--- src/rtl/audio_pkg.sv ---
// Shared constants for the audio output path.
// Provides the mode encodings, the copper sample width and the
// 44.1 kHz divider value for a 50 MHz system clock.
package audio_pkg;

   localparam logic MODE_PWM       = 1'b0;
   localparam logic MODE_SD        = 1'b1;
   localparam int   AUDIO_WIDTH    = 8;
   localparam int   SAMPLE_DIV_44K = 1134;

endpackage

--- src/rtl/audio_dac_out_sample_rate_div.sv ---
// sample_rate_div: free-running divider that produces the sample tick.
// Ports:
//   clk  - system clock
//   rst  - asynchronous active-high reset
//   tick - high for the single cycle in which the count sits at DIV-1
module sample_rate_div import audio_pkg::*; #(
   parameter int DIV = SAMPLE_DIV_44K
) (
   input  logic clk,
   input  logic rst,
   output logic tick
);

   localparam int            CW   = (DIV > 1) ? $clog2(DIV) : 1;
   localparam logic [CW-1:0] LAST = CW'(DIV - 1);

   logic [CW-1:0] r_divCnt;

   // Count 0..DIV-1 and wrap; runs continuously so the sample grid
   // never drifts regardless of what the consumer is doing.
   always_ff @(posedge clk or posedge rst) begin
      if (rst) begin
         r_divCnt <= '0;
      end else if (r_divCnt == LAST) begin
         r_divCnt <= '0;
      end else begin
         r_divCnt <= r_divCnt + CW'(1);
      end
   end

   assign tick = (r_divCnt == LAST);

endmodule

--- src/rtl/audio_dac_out.sv ---
// audio_dac_out: turns the copper's unsigned sample word into a 1-bit
// PWM or first-order sigma-delta stream for an RC-filtered pin.
// Ports:
//   clk           - 50 MHz system clock
//   rst           - asynchronous active-high reset
//   audio_in      - unsigned sample (quasi-static, sampled on latch cycles)
//   en            - output enable, taken at period boundaries
//   mode          - 0 = PWM, 1 = sigma-delta, taken at period boundaries
//   dac_out       - registered 1-bit audio stream
//   sample_strobe - one-cycle pulse the cycle after a new sample latches
module audio_dac_out import audio_pkg::*; #(
   parameter int WIDTH      = AUDIO_WIDTH,
   parameter int SAMPLE_DIV = SAMPLE_DIV_44K
) (
   input  logic             clk,
   input  logic             rst,
   input  logic [WIDTH-1:0] audio_in,
   input  logic             en,
   input  logic             mode,
   output logic             dac_out,
   output logic             sample_strobe
);

   logic [WIDTH-1:0] r_pwmCnt;
   logic [WIDTH-1:0] r_curSample;
   logic [WIDTH-1:0] r_acc;
   logic             r_pending;
   logic             r_mode;
   logic             r_en;
   logic             r_dacOut;
   logic             r_strobe;

   logic             w_tick;
   logic             w_boundary;
   logic             w_latch;
   logic             w_modeNext;
   logic             w_enNext;
   logic [WIDTH-1:0] w_sampleNext;
   logic [WIDTH-1:0] w_pwmNext;
   logic [WIDTH:0]   w_sum;
   logic [WIDTH-1:0] w_accNext;
   logic             w_bit;

   sample_rate_div #(
      .DIV (SAMPLE_DIV)
   ) u_sampleDiv (
      .clk  (clk),
      .rst  (rst),
      .tick (w_tick)
   );

   // Next-state decode. Everything that must not change mid-period
   // (sample, enable, mode) only moves at a boundary, and dac_out is
   // computed from those next values so the new period starts cleanly.
   // A tick landing on a boundary latches straight away; in sigma-delta
   // every cycle is a boundary, giving zero-latency latching.
   always_comb begin
      w_boundary   = (r_mode == MODE_SD) || (r_pwmCnt == '1);
      w_latch      = w_boundary && (r_pending || w_tick);
      w_modeNext   = w_boundary ? mode : r_mode;
      w_enNext     = w_boundary ? en : r_en;
      w_sampleNext = w_latch ? audio_in : r_curSample;
      w_pwmNext    = r_pwmCnt + WIDTH'(1);
      w_sum        = {1'b0, r_acc} + {1'b0, r_curSample};
      w_accNext    = r_acc;
      w_bit        = 1'b0;
      if (w_modeNext != r_mode) begin
         w_accNext = '0;
      end else if (r_mode == MODE_SD) begin
         w_accNext = w_sum[WIDTH-1:0];
         w_bit     = w_sum[WIDTH];
      end else begin
         w_bit     = (w_pwmNext < w_sampleNext);
      end
   end

   // State update. The PWM counter free-runs in both modes so a return
   // to PWM lines up with the same period grid. A second tick while a
   // latch is still pending simply keeps pending set.
   always_ff @(posedge clk or posedge rst) begin
      if (rst) begin
         r_pwmCnt    <= '0;
         r_curSample <= '0;
         r_acc       <= '0;
         r_pending   <= 1'b0;
         r_mode      <= MODE_PWM;
         r_en        <= 1'b0;
         r_dacOut    <= 1'b0;
         r_strobe    <= 1'b0;
      end else begin
         r_pwmCnt    <= w_pwmNext;
         r_curSample <= w_sampleNext;
         r_acc       <= w_accNext;
         r_mode      <= w_modeNext;
         r_en        <= w_enNext;
         r_strobe    <= w_latch;
         r_dacOut    <= w_enNext & w_bit;
         if (w_latch) begin
            r_pending <= 1'b0;
         end else if (w_tick) begin
            r_pending <= 1'b1;
         end
      end
   end

   assign dac_out       = r_dacOut;
   assign sample_strobe = r_strobe;

endmodule

--- config.mk ---
export PLATFORM = sky130hd
export DESIGN_NAME = audio_dac_out
export DESIGN_NICKNAME = d
export VERILOG_FILES = /design/src/rtl/audio_pkg.sv /design/src/rtl/audio_dac_out_sample_rate_div.sv /design/src/rtl/audio_dac_out.sv
export SDC_FILE = /design/constraint.sdc
export NUM_CORES = 1
export LEC_CHECK = 0
export ABC_CLOCK_PERIOD_IN_PS = 6100
export CAP_MARGIN = 15
export CORE_MARGIN = 1
export CORE_UTILIZATION = 63
export DETAILED_ROUTE_END_ITERATION = 10
export PLACE_DENSITY_LB_ADDON = 0.1
export SYNTH_ARGS = -nofsm -noshare
export SYNTH_HDL_FRONTEND = slang
export SYNTH_SLANG_ARGS = --single-unit
--- constraint.sdc ---
create_clock -name clk -period 6.1 [get_ports clk]
set_input_delay 0.61 -clock clk [delete_from_list [all_inputs] [get_ports clk]]
set_output_delay 0.61 -clock clk [all_outputs]
set_load 0.01 [all_outputs]
After elaboration in Yosys (flattened, before gate mapping)
Index checks and enable logic that the tools add are counted.
Storage, ports and cells
  register bits after elaboration: 40
  bits in latches: 0
  memory bits (writable): 0
  ROM bits: 0
  logic and storage cells: 32
  memories: 0
Cells by class
  add/sub/neg operators: 3
  multipliers: 0
  div/mod/pow operators: 0
  magnitude comparators: 1
  equal/unequal tests: 3
  shift operators: 0
  muxes and demuxes: 10
  bitwise operators: 1
  reduce and logical (&&, ||, !) cells: 5
Operators by type and width (count)
  8-bit two-way mux: 3
  11-bit by 1-bit adder with 11-bit output, second input constant: 1
  11-bit equality test, second input constant: 1
  11-bit two-way mux: 1
  8-bit by 8-bit adder with 9-bit output: 1
  8-bit by 1-bit adder with 8-bit output, second input constant: 1
  8-bit equality test, second input constant: 1
  8-bit less-than comparator: 1
  1-bit two-way mux: 6
  2-bit nonzero test: 2
  1-bit logical OR: 2
  1-bit AND: 1
  1-bit logical AND: 1
  1-bit != test: 1

Logic depth before layout (Yosys ltp)
Gate-level depths: netlist of the first run.
  depth in word-level cells: 8
  mapped depth: 13
  mapped depth without buffers: 13

Cells and area by module
Synthesis of the first run repeated with hierarchy kept, for this count alone.
Second synthesis, totals
  cells, all modules: 194
  area total of the unflattened synthesis: 2232.1 um2
By module, submodules not included
  audio_dac_out: times used 1, cells each 144, area an instance 1687.9 um2, seq. area each 725.7 um2
  sample_rate_div: times used 1, cells each 50, area an instance 544.3 um2, seq. area each 275.3 um2

Worst setup path after synthesis of the first run
No wires, ideal clock.
  path kind: reg2reg
  start point: register u_sampleDiv.r_divCnt[7]
  end point: register r_dacOut (netlist: dac_out)
  arrival time: 2.811 ns
  data required time: 6.036 ns
  path slack: 3.225 ns
  cell stages (with the launch flop): 12
  buffers on the path: 0
  period minus slack after synthesis: 2.875 ns
  cell sequence: dfrtp_1 -> or4b_1 -> o31a_4 -> nor2_8 -> mux2_2 -> inv_1 -> ha_1 -> a21o_1 -> a21oi_1 -> o211ai_1 -> nor4_1 -> a21o_1
On the way
  word-level cells in the longest chain between the ends: 8
Ends and longest elaborated chain
  start: declaration: RTL line audio_dac_out_sample_rate_div.sv:17  | logic [CW-1:0] r_divCnt;
  start signal: assignment: RTL line audio_dac_out_sample_rate_div.sv:27  | r_divCnt <= r_divCnt + CW'(1);
  11-bit equality test: RTL line audio_dac_out_sample_rate_div.sv:31  | assign tick = (r_divCnt == LAST);
  1-bit logical OR: RTL line audio_dac_out.sv:59  | w_latch = w_boundary && (r_pending || w_tick);
  1-bit logical AND: RTL line audio_dac_out.sv:59
  via w_latch: RTL line audio_dac_out.sv:35  | logic w_latch;
  8-bit two-way mux: RTL line audio_dac_out.sv:62  | w_sampleNext = w_latch ? audio_in : r_curSample;
  via w_sampleNext[5]: RTL line audio_dac_out.sv:38  | logic [WIDTH-1:0] w_sampleNext;
  8-bit less-than comparator: RTL line audio_dac_out.sv:73  | w_bit = (w_pwmNext < w_sampleNext);
  1-bit two-way mux: RTL line audio_dac_out.sv:69  | end else if (r_mode == MODE_SD) begin
  1-bit two-way mux: RTL line audio_dac_out.sv:67  | if (w_modeNext != r_mode) begin
  1-bit AND: RTL line audio_dac_out.sv:97  | r_dacOut <= w_enNext & w_bit;
  end signal: assignment: RTL line audio_dac_out.sv:97
  end: declaration: RTL line audio_dac_out.sv:30  | logic r_dacOut;
The timed path passes the listed nets, and every way through them passes these cells.
A chain may end at the register's enable or synchronous reset.

Worst setup path after layout of the first run
Ends and elaborated chain as after synthesis.

==> flow_summary.json, run 1 <==
{
  "status": "completed",
  "fin_ws_ps": 2987,
  "clk_pin_slew_worst_paths_ps": 120,
  "synth.area.top_cells": "dfrtp_1 (47%), ha_1 (11%), xor2_1 (4.9%)",
  "yosysSeqAreaShare_pct": 46.87,
  "ctsResizeCount": 0,
  "endpoint_kind": "flip-flop",
  "maxSlewViolCount": 0,
  "die_h_um": 60.23,
  "async_reset_ff_share_pct": 100.0,
  "peakVddDrop_mv": 0.2185,
  "cts_setup_buffers": 0,
  "io_pins": 14,
  "synthCells": 197,
  "first_global_vias": 1597,
  "cts.sinks": 40,
  "ys_warn_count": 0,
  "period_needed_ps": 3113,
  "period_share_pct": 51.03,
  "ys.flop_type": "dfrtp_1",
  "relSlewSlack_pct": 40.83,
  "synth_nets": 229,
  "design_area_mm2": 0.002449,
  "ctsHoldBuffers": 0,
  "placedInstanceArea_mm2": 0.002321,
  "drt-initial-drc-count": 35,
  "num_vias": 1502,
  "ys_seq_elements": 40,
  "cts-root-buf": "clkbuf_4",
  "port_buffers": 13,
  "worstMarginPinSlew_ps": 880.8,
  "core_area_mm2": 0.003128,
  "worstSetupStartpointType": "flip-flop",
  "grt_setup_unrepaired": "no",
  "hold_class": "reg2reg",
  "hpwl_um": 3055,
  "postRouteAntennaNets": 0,
  "syn_area_per_cell_um2": 10.84,
  "finalWirelength_um": 4123,
  "cts_max_path_buffers": 2,
  "setup_viol": 0,
  "fp.dieW_um": 60.23,
  "dr.pass1.iters": 4,
  "power.leakage_nw": 1.262,
  "cts_buffers": 5,
  "drive_gt1_share_pct": 6.912,
  "fmax_mhz": 321.2,
  "synth_cell_type_count": 39,
  "dp_slack_ps": 3001,
  "wl_per_cell_um": 15.80,
  "yosysMostFrequentCell": "dfrtp_1",
  "worstSetupStartpoint": "u_sampleDiv.r_divCnt[7]",
  "crit_fanout": 9,
  "synth_area_leader_cell": "dfrtp_1",
  "antenna_cells": 0,
  "yosysTopAreaCellShare_pct": 46.87,
  "final_net_count": 248,
  "cp_data_required_time_ps": 6400,
  "hold_start": "u_sampleDiv.r_divCnt[8]",
  "grt.total_usage_pct": 27.12,
  "grt_pass1_wl_um": 7044,
  "cts_htree_levels": 2,
  "initial_core_util_pct": 68.28,
  "fp.dieArea_mm2": 0.003627,
  "insertion_delay_ps": 350,
  "power_density_mw_per_mm2": 218.9,
  "crit_type": "reg2reg",
  "cts_tree": "built",
  "hold_viol_final": 0,
  "syn_area_mm2": 0.002136,
  "cp.arrival_ps": 3410,
  "via_per_inst": 5.755,
  "drv_cap": 0,
  "synth_top_cells_by_count": "dfrtp_1 (40), ha_1 (19), inv_1 (15), nor2_1 (15), xor2_1 (12)",
  "grt_max_degree": 41,
  "reg2reg_from": "u_sampleDiv.r_divCnt[7]",
  "synth_edf_count": 0,
  "tns_ps": 0,
  "clock_skew_ps": 10.21,
  "grt_remaining_overflow": 0,
  "rows": 20,
  "antenna_found_initial": 0,
  "gp_congestion": 0.7913,
  "remaining_drc_errors": 0,
  "area_growth_pct": 14.65
}
[final timing paths]
kind,end,cells after the start,slack [ps]
max reg2reg,dac_out,11,2990
min,u_sampleDiv.r_divCnt[8],1,510
max,dac_out,11,2990
max in group asynchronous,r_curSample[2],3,5100
min reg2reg,u_sampleDiv.r_divCnt[8],1,510
min in group asynchronous,r_acc[6],3,660
[final cells by class]
| class | instances | area [µm²] |
|---|---|---|
| clock buffers | 5 | 37.54 |
| multi-input cells | 140 | 1071 |
| well taps | 44 | 55.05 |
| inverters | 15 | 56.30 |
| flip-flops and latches | 40 | 1001 |
| repair buffers | 14 | 137.6 |
| clock inverters | 3 | 90.09 |
| fillers | 211 | 679.4 |
[stage by stage]
stage | instances | power, mW | util [%] | hold WS, ps
2_1_floorplan | 197 | 0.2750 | - | 450.4
3_3_place_gp | 253 | 0.2842 | 74.20 | 465.3
6_report | 261 | 0.5360 | 78.28 | 506.5
4_1_cts | 261 | 0.5402 | 78.28 | 504.7
5_1_grt | 261 | 0.5500 | 78.28 | 542.3
3_5_place_dp | 253 | 0.2843 | 74.20 | 481.6
[power by group]
group | internal (mW) | switching, mW
sequential | 0.265 | 0.000249
clock | 0.169 | 0.0880
combinational | 0.00689 | 0.00669
[sequential cells by signal, indices dropped and copies added (netlist names), 8 cells and up]
name,cells
r_pwmCnt,8
r_acc,8
u_sampleDiv.r_divCnt,11
r_curSample,8
[cell usage in the layout (no fill, tap or decap), types with 5 or more instances in the layout]
cell type        Yosys  final
dfrtp_1             40     40
nand2b_1             5      5
ha_1                19     19
mux2i_1              6      6
nor2_1              15     15
a21oi_1              5      5
o21ai_0              8      8
clkbuf_4             0      5
xor2_1              12     12
inv_1               15     15
nand2_1             11     11
xnor2_1              6      6
nand3_1              9      9
clkdlybuf4s50_1      0     13
[cell families after synthesis]
logic type	Yosys count	share of synthesized area, %
muxes	9	4.569
and+or+nand+nor	57	14.18
adders and majority gates	20	12.07
AOI/OAI and AO/OA	36	11.95
xor gates and xnor gates	18	7.381
buffers and inverters	17	2.988
DFF	40	46.87
[worst max-delay path, stage by stage, from the launching register on]
cell and delay [ps]:
dfrtp_1 450, or4b_1 580, o31a_4 330, nor2_8 200
mux2_2 380, inv_1 60, ha_1 230, a21o_1 160
a21oi_1 140, o211ai_1 120, nor4b_1 310, a21o_1 110
[per-layer routing]
layer | wire length, µm | track usage [%] | part of all wire (%)
met5 | 0 | 0 | 0
met1 | 1828 | 32.30 | 44
met3 | 127 | 6.494 | 3.1
met2 | 2036 | 45.53 | 49
met4 | 130 | 13.29 | 3.2
No activity file was read; power rests on OpenSTA's default activity.
==> run 2: changes to the inputs <==
Settings changed: ABC_CLOCK_PERIOD_IN_PS 6100 to 3100, CORE_UTILIZATION 63 to 58.
Clock period 6.1 ns to 3.1 ns, I/O delays scaled along.
==> run 2 against run 1 <==
Net effect:
- clock-buffer cell count unchanged
- via count up 2.0%
- clock skew down 3.1 ps
- register-to-register slack worse by 2900 ps
- global-route usage down 2.5 points
- sequential share of layout area down 1.1 points
- routed wire length up 4.9%
- critical endpoint unchanged
- critical path type unchanged
- highest routed layer unchanged
==> flow_summary.json, run 2 (synthesis results as in run 1) <==
{
  "status": "completed",
  "critPathBufInv": 0,
  "dr.pass1.iters": 6,
  "power.leakage_nw": 1.297,
  "wl_per_cell_um": 16.27,
  "port_buffers": 13,
  "cts.sinks": 40,
  "utilization_pct": 73.06,
  "num_vias": 1532,
  "worstSetupStartpointType": "flip-flop",
  "relSlewSlack_pct": 41.64,
  "grt_remaining_overflow": 0,
  "antenna_found_initial": 0,
  "final_cell_mix": "dfrtp_1 (40), ha_1 (19), inv_1 (15), nor2_1 (15), clkdlybuf4s50_1 (13)",
  "initial_core_util_pct": 62.05,
  "postRouteAntennaNets": 0,
  "power_density_mw_per_mm2": 450.3,
  "fin_ws_ps": 111.2,
  "regMostFlops": "u_sampleDiv.r_divCnt",
  "rows": 21,
  "slowest_delay_ps": 540,
  "drv_cap": 0,
  "grt.total_usage_pct": 24.66,
  "finalWirelength_um": 4327,
  "drt-initial-drc-count": 80,
  "grt_pass1_wl_um": 7424,
  "cts_max_path_buffers": 2,
  "antenna_cells": 0,
  "cts_tree": "built",
  "fp.dieW_um": 62.68,
  "final_common_cell": "dfrtp_1",
  "reg2reg_depth": 10,
  "io_pins": 14,
  "fp.dieArea_mm2": 0.003929,
  "hold_class": "in2async",
  "n_fill_cell": 259,
  "finalPower_mw": 1.132,
  "tns_ps": 0,
  "period_needed_ps": 2989,
  "slowest_stage": "or4b_4",
  "via_per_inst": 5.759,
  "first_global_vias": 1646,
  "gp_congestion": 0.7829,
  "design_area_mm2": 0.002515,
  "fmax_mhz": 334.6,
  "crit_family": "simple AND/OR/NAND/NOR gates",
  "setup_viol": 0,
  "final_net_count": 251,
  "core_area_mm2": 0.003442,
  "dp_slack_ps": 98.58,
  "hold_viol_final": 0,
  "crit_path_cell_trace": "or4b_4 > o31a_4 > nor2_8 > mux2i_1 > ha_1 > and3b_1 > a21oi_1 > o211ai_1 > nor4b_2 > a21o_1",
  "whs_ps": 315.2,
  "path_depth": 10,
  "clk_pin_slew_worst_paths_ps": 80,
  "remaining_drc_errors": 0,
  "placedInstanceArea_mm2": 0.002331,
  "clock_skew_ps": 7.113,
  "cp.arrival_ps": 3230,
  "cts-root-buf": "clkbuf_8",
  "cts_buffers": 5,
  "crit_type": "reg2reg",
  "worstMarginPinSlew_ps": 868.7,
  "fin_cells": 266,
  "cp_data_required_time_ps": 3340,
  "endpoint_kind": "flip-flop",
  "maxSlewViolCount": 0,
  "peakVddDrop_mv": 0.2568,
  "insertion_delay_ps": 290,
  "drive_gt1_share_pct": 9.091,
  "ctsHoldBuffers": 0,
  "crit_fanout": 6,
  "cts_htree_levels": 2,
  "period_share_pct": 96.41,
  "grt_max_degree": 31,
  "hpwl_um": 3146,
  "die_h_um": 62.68,
  "largest_reg_flops": 11,
  "area_growth_pct": 17.75,
  "post-place-cells": 256
}
run 2: cell types whose count changed in the layout (fill, tap and decap cells not counted), sizes merged:
cell,delta
buf,+3
run 2: per-layer routing:
metal	part of all wire, %	GRT usage [%]
met1	45	29.32
met4	1.9	9.012
met3	2.4	4.927
met5	0	0
met2	51	43.89
run 2: final timing paths:
path                                              start                 endpoint  slack (ps)
min in group clk                               r_acc[3]                 r_acc[3]         490
worst min-delay path                                rst                 r_acc[3]         320
worst max-delay path            u_sampleDiv.r_divCnt[9]                  dac_out         110
worst min register to register                 r_acc[3]                 r_acc[3]         490
max in group asynchronous                           rst  u_sampleDiv.r_divCnt[6]        2040
worst max register to register  u_sampleDiv.r_divCnt[9]                  dac_out         110
run 2: final cells by class:
| class | instances | area (µm²) | share of cell area (%) |
|---|---|---|---|
| Multi-Input combinational cell | 140 | 1081 | 42.99 |
| Sequential cell | 40 | 1001 | 39.80 |
| Timing Repair Buffer | 17 | 160.2 | 6.368 |
| Clock inverter | 3 | 90.09 | 3.582 |
| Clock buffer | 5 | 68.82 | 2.736 |
| Tap cell | 46 | 57.56 | 2.289 |
| Inverter | 15 | 56.30 | 2.239 |
run 2: what timing repair did:
| item | in CTS | in global routing |
|---|---|---|
| setup endpoints to repair | 0 | 1 |
| gates resized for setup | 0 | 2 |
| endpoints found under the hold margin | 0 | 0 |
| setup buffers | 0 | 2 |
run 2: power by group:
| group | switching (mW) | internal [mW] | total, mW | leakage, nW |
|---|---|---|---|---|
| Combinational | 0.0139 | 0.0135 | 0.0274 | 0.691 |
| Clock | 0.180 | 0.403 | 0.583 | 0.0784 |
| Sequential | 0.000174 | 0.522 | 0.522 | 0.528 |
==> edit, RTL diff (config.mk and constraints of run 2) <==
The package constant `SAMPLE_DIV_44K` goes from 1134 to 567.
--- a/src/rtl/audio_pkg.sv
+++ b/src/rtl/audio_pkg.sv
@@ -7,5 +7,5 @@
    localparam logic MODE_SD        = 1'b1;
    localparam int   AUDIO_WIDTH    = 8;
-   localparam int   SAMPLE_DIV_44K = 1134;
+   localparam int   SAMPLE_DIV_44K = 567;
 
 endpackage
Formal check against the unedited RTL: same outputs for any inputs over 10 cycles, from zero or initial values and one cycle with rst high; that may be too few to reach the edited logic, so the function may still have changed.
==> edit against run 2 <==
- power is 27% lower
- sequential power decreased by 3%
- final area fell by 7.0%
- routed wire length is 9.4% lower
- combinational power is 7% lower
- setup slack improved by 0.074 ns
- synthesized area decreased by 1.9%
- sequential cell count fell by 1
- largest power group is now sequential cells
==> edit: results (changes against run 2) <==
| Metric | Value |
|---|---|
| DRT met1 WL | `1.76 mm (was 1.94 mm)` |
| Avg Cell Area, Syn | `11.1 µm² (was 10.8 µm²)` |
| Global-route usage over all layers | `0.238 (was 0.247)` |
| Routed wire length on met2 | `2.00 mm (was 2.20 mm)` |
| Mapped Nets | `221 (was 229)` |
| Mux share of post-synthesis cell area | `0.0412 (was 0.0457)` |
| DP HPWL | `3.08 mm (was 3.15 mm)` |
| Post-Synth Adder-Cell Area | `0.123 (was 0.121)` |
| Status | `completed (unchanged)` |
| Comb group | `0.0255 mW (was 0.0274 mW)` |
| Post-Synth XOR/XNOR Area | `0.0795 (was 0.0738)` |
| Placed cells | `246 (was 256)` |
| GR Layer Usage met1 | `0.285 (was 0.293)` |
| PwrDens | `353 nW/µm² (was 450 nW/µm²)` |
| Seq group | `0.508 mW (was 0.522 mW)` |
| Area contributors post-synth | `dfrtp_1, ha_1, xor2_1 (unchanged)` |
| Worst path slowest cell | `and2_1 (was or4b_4)` |
| Reg2reg start | `u_sampleDiv.r_divCnt[0]$_DFF_PP0_ (was u_sampleDiv.r_divCnt[9]$_DFF_PP0_)` |
| Global-route wire length before repair | `6.33 mm (was 7.42 mm)` |
| Crit Path Max Fanout | `8 (was 6)` |
| Dpl cell area | `2270 µm² (was 2330 µm²)` |
| CTS Root Cell | `clkbuf_4 (was clkbuf_8)` |
| WL/cell | `15.4 µm (was 16.3 µm)` |
| Total vias in the final route | `1397 (was 1532)` |
| Global Route met3 Usage | `0.0704 (was 0.0493)` |
| Worst Path Arrival | `3.21 ns (was 3.23 ns)` |
| Routing usage on met2 | `0.398 (was 0.439)` |
| Gpl congestion | `0.849 (was 0.783)` |
| Peak VDD IR | `0.000246 V (was 0.000257 V)` |
| Sw Pwr | `0.172 mW (was 0.194 mW)` |
| Register area share after synthesis | `0.466 (was 0.469)` |
| Layout fillers | `261 (was 259)` |
| Maximum number of pins on one net before global-route repair | `40 (was 31)` |
| Layout cells sized above 1 | `0.0769 (was 0.0909)` |
| Worst-Margin Slew | `0.753 ns (was 0.869 ns)` |
==> edit: layout make-up <==
| type | count | area (µm²) | area share |
|---|---|---|---|
| flip-flops and latches | 39 | 976 | 0.417 |
| inverters | 13 | 48.8 | 0.0209 |
| multi-input cells | 134 | 1050 | 0.449 |
| clock buffers | 8 | 68.8 | 0.0294 |
| well taps | 46 | 57.6 | 0.0246 |
| repair buffers | 14 | 138 | 0.0588 |
==> edit: worst paths after layout <==
check | to | slack [ns] | cells after the start
worst max register to register | dac_out$_DFF_PP0_ | 0.18 | 12
worst min register to register | u_sampleDiv.r_divCnt[8]$_DFF_PP0_ | 0.49 | 1
min in group clk | u_sampleDiv.r_divCnt[8]$_DFF_PP0_ | 0.49 | 1
worst min-delay path | u_sampleDiv.r_divCnt[6]$_DFF_PP0_ | 0.37 | 3
worst max-delay path | dac_out$_DFF_PP0_ | 0.18 | 12
max in group asynchronous | r_curSample[0]$_DFF_PP0_ | 2.40 | 3
